## config.mk

```make
export PLATFORM = sky130hd
export DESIGN_NAME = dlf_operand_tx_flat
export DESIGN_NICKNAME = d
export VERILOG_FILES = /design/src/rtl/dlf_operand_tx_if.sv /design/src/rtl/dlf_operand_tx.sv /design/src/flat_wrapper.sv
export SDC_FILE = /design/constraint.sdc
export NUM_CORES = 1
export LEC_CHECK = 0
export BUFFER_PORTS_ARGS = -buffer_cell sky130_fd_sc_hd__clkbuf_2
export CORE_UTILIZATION = 25
export DETAILED_ROUTE_END_ITERATION = 8
export PLACE_DENSITY_LB_ADDON = 0.08
export SLEW_MARGIN = 10
export SYNTH_ARGS = -nofsm -noshare
export SYNTH_HDL_FRONTEND = slang
export SYNTH_SLANG_ARGS = --single-unit
```

## constraint.sdc

```tcl
create_clock -name clk -period 4.2 [get_ports clk]
set_input_delay 1.26 -clock clk [delete_from_list [all_inputs] [get_ports clk]]
set_output_delay 1.26 -clock clk [all_outputs]
set_load 0.01 [all_outputs]
```

## src/rtl/dlf_operand_tx_if.sv

```systemverilog
// Source handshake and serial A/B beat bus of the DLFloat16 operand transmitter.
interface dlf_operand_tx_if;
  logic        in_valid;
  logic        in_ready;
  logic [15:0] in_a;
  logic [15:0] in_b;
  logic [15:0] data_out;
  logic        phase;
  logic        pair_sent;

  modport master (
    output in_valid, in_a, in_b,
    input  in_ready, data_out, phase, pair_sent
  );

  modport slave (
    input  in_valid, in_a, in_b,
    output in_ready, data_out, phase, pair_sent
  );
endinterface

```

## src/rtl/dlf_operand_tx.sv

```systemverilog
// Queues DLFloat16 operand pairs and serialises them as phase-locked A/B beats;
// slots with nothing queued carry a 0x0 pair, the MAC's neutral operation.
module dlf_operand_tx #(
  parameter int DEPTH = 4,
  parameter int CNT_W = 16
) (
  input  logic                   clk,
  input  logic                   rst_n,
  dlf_operand_tx_if.slave        bus,
  input  logic                   flush,
  output logic [$clog2(DEPTH):0] level,
  output logic [CNT_W-1:0]       sent_count
);
  localparam int PTR_W = $clog2(DEPTH);
  localparam int LVL_W = PTR_W + 1;
  localparam logic [LVL_W-1:0] FULL_LVL = LVL_W'(DEPTH);

  logic [31:0]      mem [DEPTH];
  logic [PTR_W-1:0] wr_ptr;
  logic [PTR_W-1:0] rd_ptr;
  logic [15:0]      cur_b;
  logic [31:0]      head;
  logic             push;
  logic             pop;

  // No ready-through: a full FIFO refuses even on a pop edge.
  assign bus.in_ready = (level != FULL_LVL);
  assign push         = bus.in_valid && bus.in_ready && !flush;
  // Pops only look at the registered level, so a same-edge push never bypasses.
  assign pop          = bus.phase && (level != '0) && !flush;
  assign head         = mem[rd_ptr];

  always_ff @(posedge clk) begin
    if (push) begin
      mem[wr_ptr] <= {bus.in_a, bus.in_b};
    end
  end

  always_ff @(posedge clk or negedge rst_n) begin
    if (!rst_n) begin
      wr_ptr <= '0;
      rd_ptr <= '0;
      level  <= '0;
    end else if (flush) begin
      wr_ptr <= '0;
      rd_ptr <= '0;
      level  <= '0;
    end else begin
      if (push) begin
        wr_ptr <= wr_ptr + PTR_W'(1);
      end
      if (pop) begin
        rd_ptr <= rd_ptr + PTR_W'(1);
      end
      level <= level + LVL_W'(push) - LVL_W'(pop);
    end
  end

  // Phase 0 edge emits the held B half; phase 1 edge starts the next pair.
  always_ff @(posedge clk or negedge rst_n) begin
    if (!rst_n) begin
      bus.phase     <= 1'b0;
      bus.data_out  <= '0;
      bus.pair_sent <= 1'b0;
      cur_b         <= '0;
      sent_count    <= '0;
    end else if (!bus.phase) begin
      bus.phase     <= 1'b1;
      bus.data_out  <= cur_b;
      bus.pair_sent <= 1'b0;
    end else begin
      bus.phase <= 1'b0;
      if (pop) begin
        bus.data_out  <= head[31:16];
        cur_b         <= head[15:0];
        bus.pair_sent <= 1'b1;
        sent_count    <= sent_count + CNT_W'(1);
      end else begin
        bus.data_out  <= '0;
        cur_b         <= '0;
        bus.pair_sent <= 1'b0;
      end
    end
  end
endmodule

```

## src/flat_wrapper.sv

```systemverilog
// flat-port wrapper written by rule: the top's interface ports become plain ports
module dlf_operand_tx_flat 
#(
  parameter int DEPTH = 4,
  parameter int CNT_W = 16
)
  (clk, rst_n, flush, level, sent_count, bus_in_valid, bus_in_a, bus_in_b, bus_in_ready, bus_data_out, bus_phase, bus_pair_sent);
  dlf_operand_tx_if bus_i ();
  input  logic clk;
  input  logic rst_n;
  input  logic flush;
  output logic [$clog2(DEPTH):0] level;
  output logic [CNT_W-1:0] sent_count;
  input wire logic [$bits(bus_i.in_valid)-1:0] bus_in_valid;
  input wire logic [$bits(bus_i.in_a)-1:0] bus_in_a;
  input wire logic [$bits(bus_i.in_b)-1:0] bus_in_b;
  output wire logic [$bits(bus_i.in_ready)-1:0] bus_in_ready;
  output wire logic [$bits(bus_i.data_out)-1:0] bus_data_out;
  output wire logic [$bits(bus_i.phase)-1:0] bus_phase;
  output wire logic [$bits(bus_i.pair_sent)-1:0] bus_pair_sent;
  assign bus_i.in_valid = bus_in_valid;
  assign bus_i.in_a = bus_in_a;
  assign bus_i.in_b = bus_in_b;
  assign bus_in_ready = bus_i.in_ready;
  assign bus_data_out = bus_i.data_out;
  assign bus_phase = bus_i.phase;
  assign bus_pair_sent = bus_i.pair_sent;
  dlf_operand_tx #(.DEPTH(DEPTH), .CNT_W(CNT_W)) u_core (.clk(clk), .rst_n(rst_n), .bus(bus_i), .flush(flush), .level(level), .sent_count(sent_count));
endmodule
```

==> summary.txt <==
Status: completed
Yosys cell types: 27
Finished layout cell area: 0.00829 mm²
Tmin final: 2.87 ns
Final #Nets: 517
Die Y: 168 µm
Ranking of synthesized cells by area: edfxtp_1 56%, dfrtp_1 21%, mux4_2 10%
Post-synth ARST share: 30.8%
Port Buffers: 73
HPWL after DPL: 9.26 mm
Cell Chain, Critical Path: or3b_2 > clkbuf_2
Final worst path period share: 68.4%
Worst Tran Pin Value: 0.976 ns
Finished Core Util: 30.7%
GRT overflow: 0
CTS buffer count: 17
Antenna fix cells: 0
Via Count: 3,495
Routed WL: 14.9 mm
Setup_tns: 0 ns
Crit path max-delay cell type: or3b_2
Slew Viols, Final: 0
Critical Path Start Type: flop
Sequential share of the synthesized area: 76.1%
Crit path buf inv count: 1
DR WL/cell: 18.1 µm
Routability cong.: 0.666
Mux cell area share after synthesis: 10.6%
Count leader, synth: edfxtp_1
RSZ-0062 raised after global routing: false
Fraction of layout cells with a size suffix above 1: 31.7%
Clk_lat worst skew: 0.42 ns
Yosys top cell by area: edfxtp_1
Slew Limit Headroom: 34.9%
Antenna Nets Post-Route: 0
Final Hold Fails: 0
Full die area: 0.0284 mm²
Post-CTS setup repair buffer count: 0
CTS tree: done
Starting Density: 25.6%
Top-area cell type share of the netlist area: 55.5%
Critical path class: reg -> out
Commonest cells in the netlist: 128 x edfxtp_1, 85 x nand2_1, 57 x dfrtp_1, 32 x mux4_2, 13 x xnor2_1
XOR/XNOR share of the synthesized area: 2.53%
Post-synth net total: 431
Largest stage delay, worst path: 0.56 ns
Reg clk slew, reported paths: 0.07 ns
F_max: 348 MHz
Critical path peak fanout: 5
Synth-to-Final Area Change: 19.8%
Root buf cell: clkbuf_16
GR Util All Layers: 11.2%
Ys Warns: 0
Initial DRC Count: 151
Resized cells post-CTS: 0
Synth Area in Simple Gates: 7.48%
CTS Buffer Depth: 2
DR DRC count: 0
First drt pass iteration count: 4
Compound-Gate Fraction of Synth Area: 0.380%
Post-CTS Hold Fix Bufs: 0
# rows: 60
# setup viols final: 0
Synth Instances: 387
Power Density: 531 mW/mm²
Total of max-cap violations: 0
Htree depth: 4
Area after DPL: 0.00771 mm²
Largest net degree at the start of global routing: 58
Via density per instance: 4.23
Top Family by Delay on Critical Path: simple AND/OR/NAND/NOR gates
Synthesized-area fraction occupied by adder cells: 1.55%
Horiz. Die Dim: 168 µm
Largest family of logic cells by synthesized area: multiplexers
Power, Total: 4.40 mW
First-pass GRT wire length: 23.2 mm
Vias in the first global route: 3,795
Synth Flop Type: edfxtp_1
Clock Skew: 0.00896 ns
VDD IR-drop max: 0.000250 V
Number of flops mapped to enable cells by yosys: 128
Lkg Pwr: 3.23 nW
Crit path DAT: 1.61 ns
Worst Path Required: 2.94 ns
Syn Std Cell Area: 0.00692 mm²
Worst hold path class: reg -> reg
CTS sink count: 185
Top Ports: 74
Syn avg cell area: 17.9 µm²
Crit. End Element: output port
Initial antenna violation count: 0
#FFs+latches synth: 185
Core box area: 0.0270 mm²
[worst paths after layout]
kind | startpoint | to | slack (ns) | cells past startpoint
hold / removal | u_core.cur_b[5] | u_core.cur_b[5] | 0.47 | 2
hold reg to reg | u_core.cur_b[5] | u_core.cur_b[5] | 0.47 | 2
setup reg to reg | u_core.level[1] | u_core.level[2] | 1.81 | 10
min in group asynchronous | rst_n | u_core.sent_count[6] | 1.00 | 2
setup / recovery | u_core.level[1] | bus_in_ready | 1.33 | 2
max in group asynchronous | rst_n | u_core.rd_ptr[0] | 2.61 | 2
[registers in the layout, summed over array words and instances (netlist names)]
| register | cells |
|---|---|
| u_core.mem | 128 |
| u_core.rd_ptr | 2 |
| u_core.wr_ptr | 2 |
| u_core.sent_count | 16 |
| u_core.cur_b | 16 |
| u_core.bus.data_out | 16 |
| u_core.bus.phase | 1 |
| u_core.level | 3 |
| u_core.bus.pair_sent | 1 |
[layer usage]
| layer | share of wire (%) | GRT usage (%) |
|---|---|---|
| met4 | 0.80 | 3.32 |
| met3 | 3.1 | 2.87 |
| met2 | 50 | 18.6 |
| met1 | 46 | 14.5 |
| met5 | 0 | 0 |
[cells in the final DEF (no fill, tap or decap), types with 7 or more instances in the layout]
cell and instances:
buf_4 7, clkbuf_16 17, nor2_1 8, ha_1 7, clkbuf_2 72, nand2_1 85, dfrtp_1 55, xnor2_1 13
mux4_2 32, xor2_1 7, edfxtp_1 128
[layout make-up]
class | count | area, µm²
clock buffer | 19 | 433
clock inverter | 13 | 144
fill | 2696 | 18700
inverter | 7 | 26.3
multi-input combinational | 182 | 1570
sequential | 185 | 5270
tap | 341 | 427
timing repair buffer | 80 | 418
[report_power, final]
part           internal, mW  switching (mW)  total [mW]
clock                 0.884           0.701        1.59
combinational         0.263           0.316       0.579
sequential             2.12           0.119        2.24
[worst register-to-register path, cell delays in order (launching register included)]
cell     delay (ns)
dfrtp_1        0.47
o31ai_4        0.53
nor2_4         0.05
ha_1           0.27
inv_1          0.06
ha_1           0.13
inv_1          0.05
fa_1           0.37
xor2_1         0.16
xnor2_1        0.13
nor2_1         0.05
[stage by stage]
stage	instances	setup slack (ns)	hold slack [ns]
2_1_floorplan	387	1.18	0.436
3_3_place_gp	795	1.07	0.450
3_5_place_dp	795	1.07	0.453
4_1_cts	827	1.29	0.471
5_1_grt	827	1.27	0.495
6_report	827	1.33	0.469
[kinds of logic (layout without fill, tap and decap cells)]
logic type      Yosys count  in the layout
mux                      33             33
simple gates            119            119
xor+xnor                 20             20
flops                   185            185
fa+ha+maj                 8              8
compound gates            2              2
buf+inv                  20            119
No activity file was read; power rests on OpenSTA's default activity.
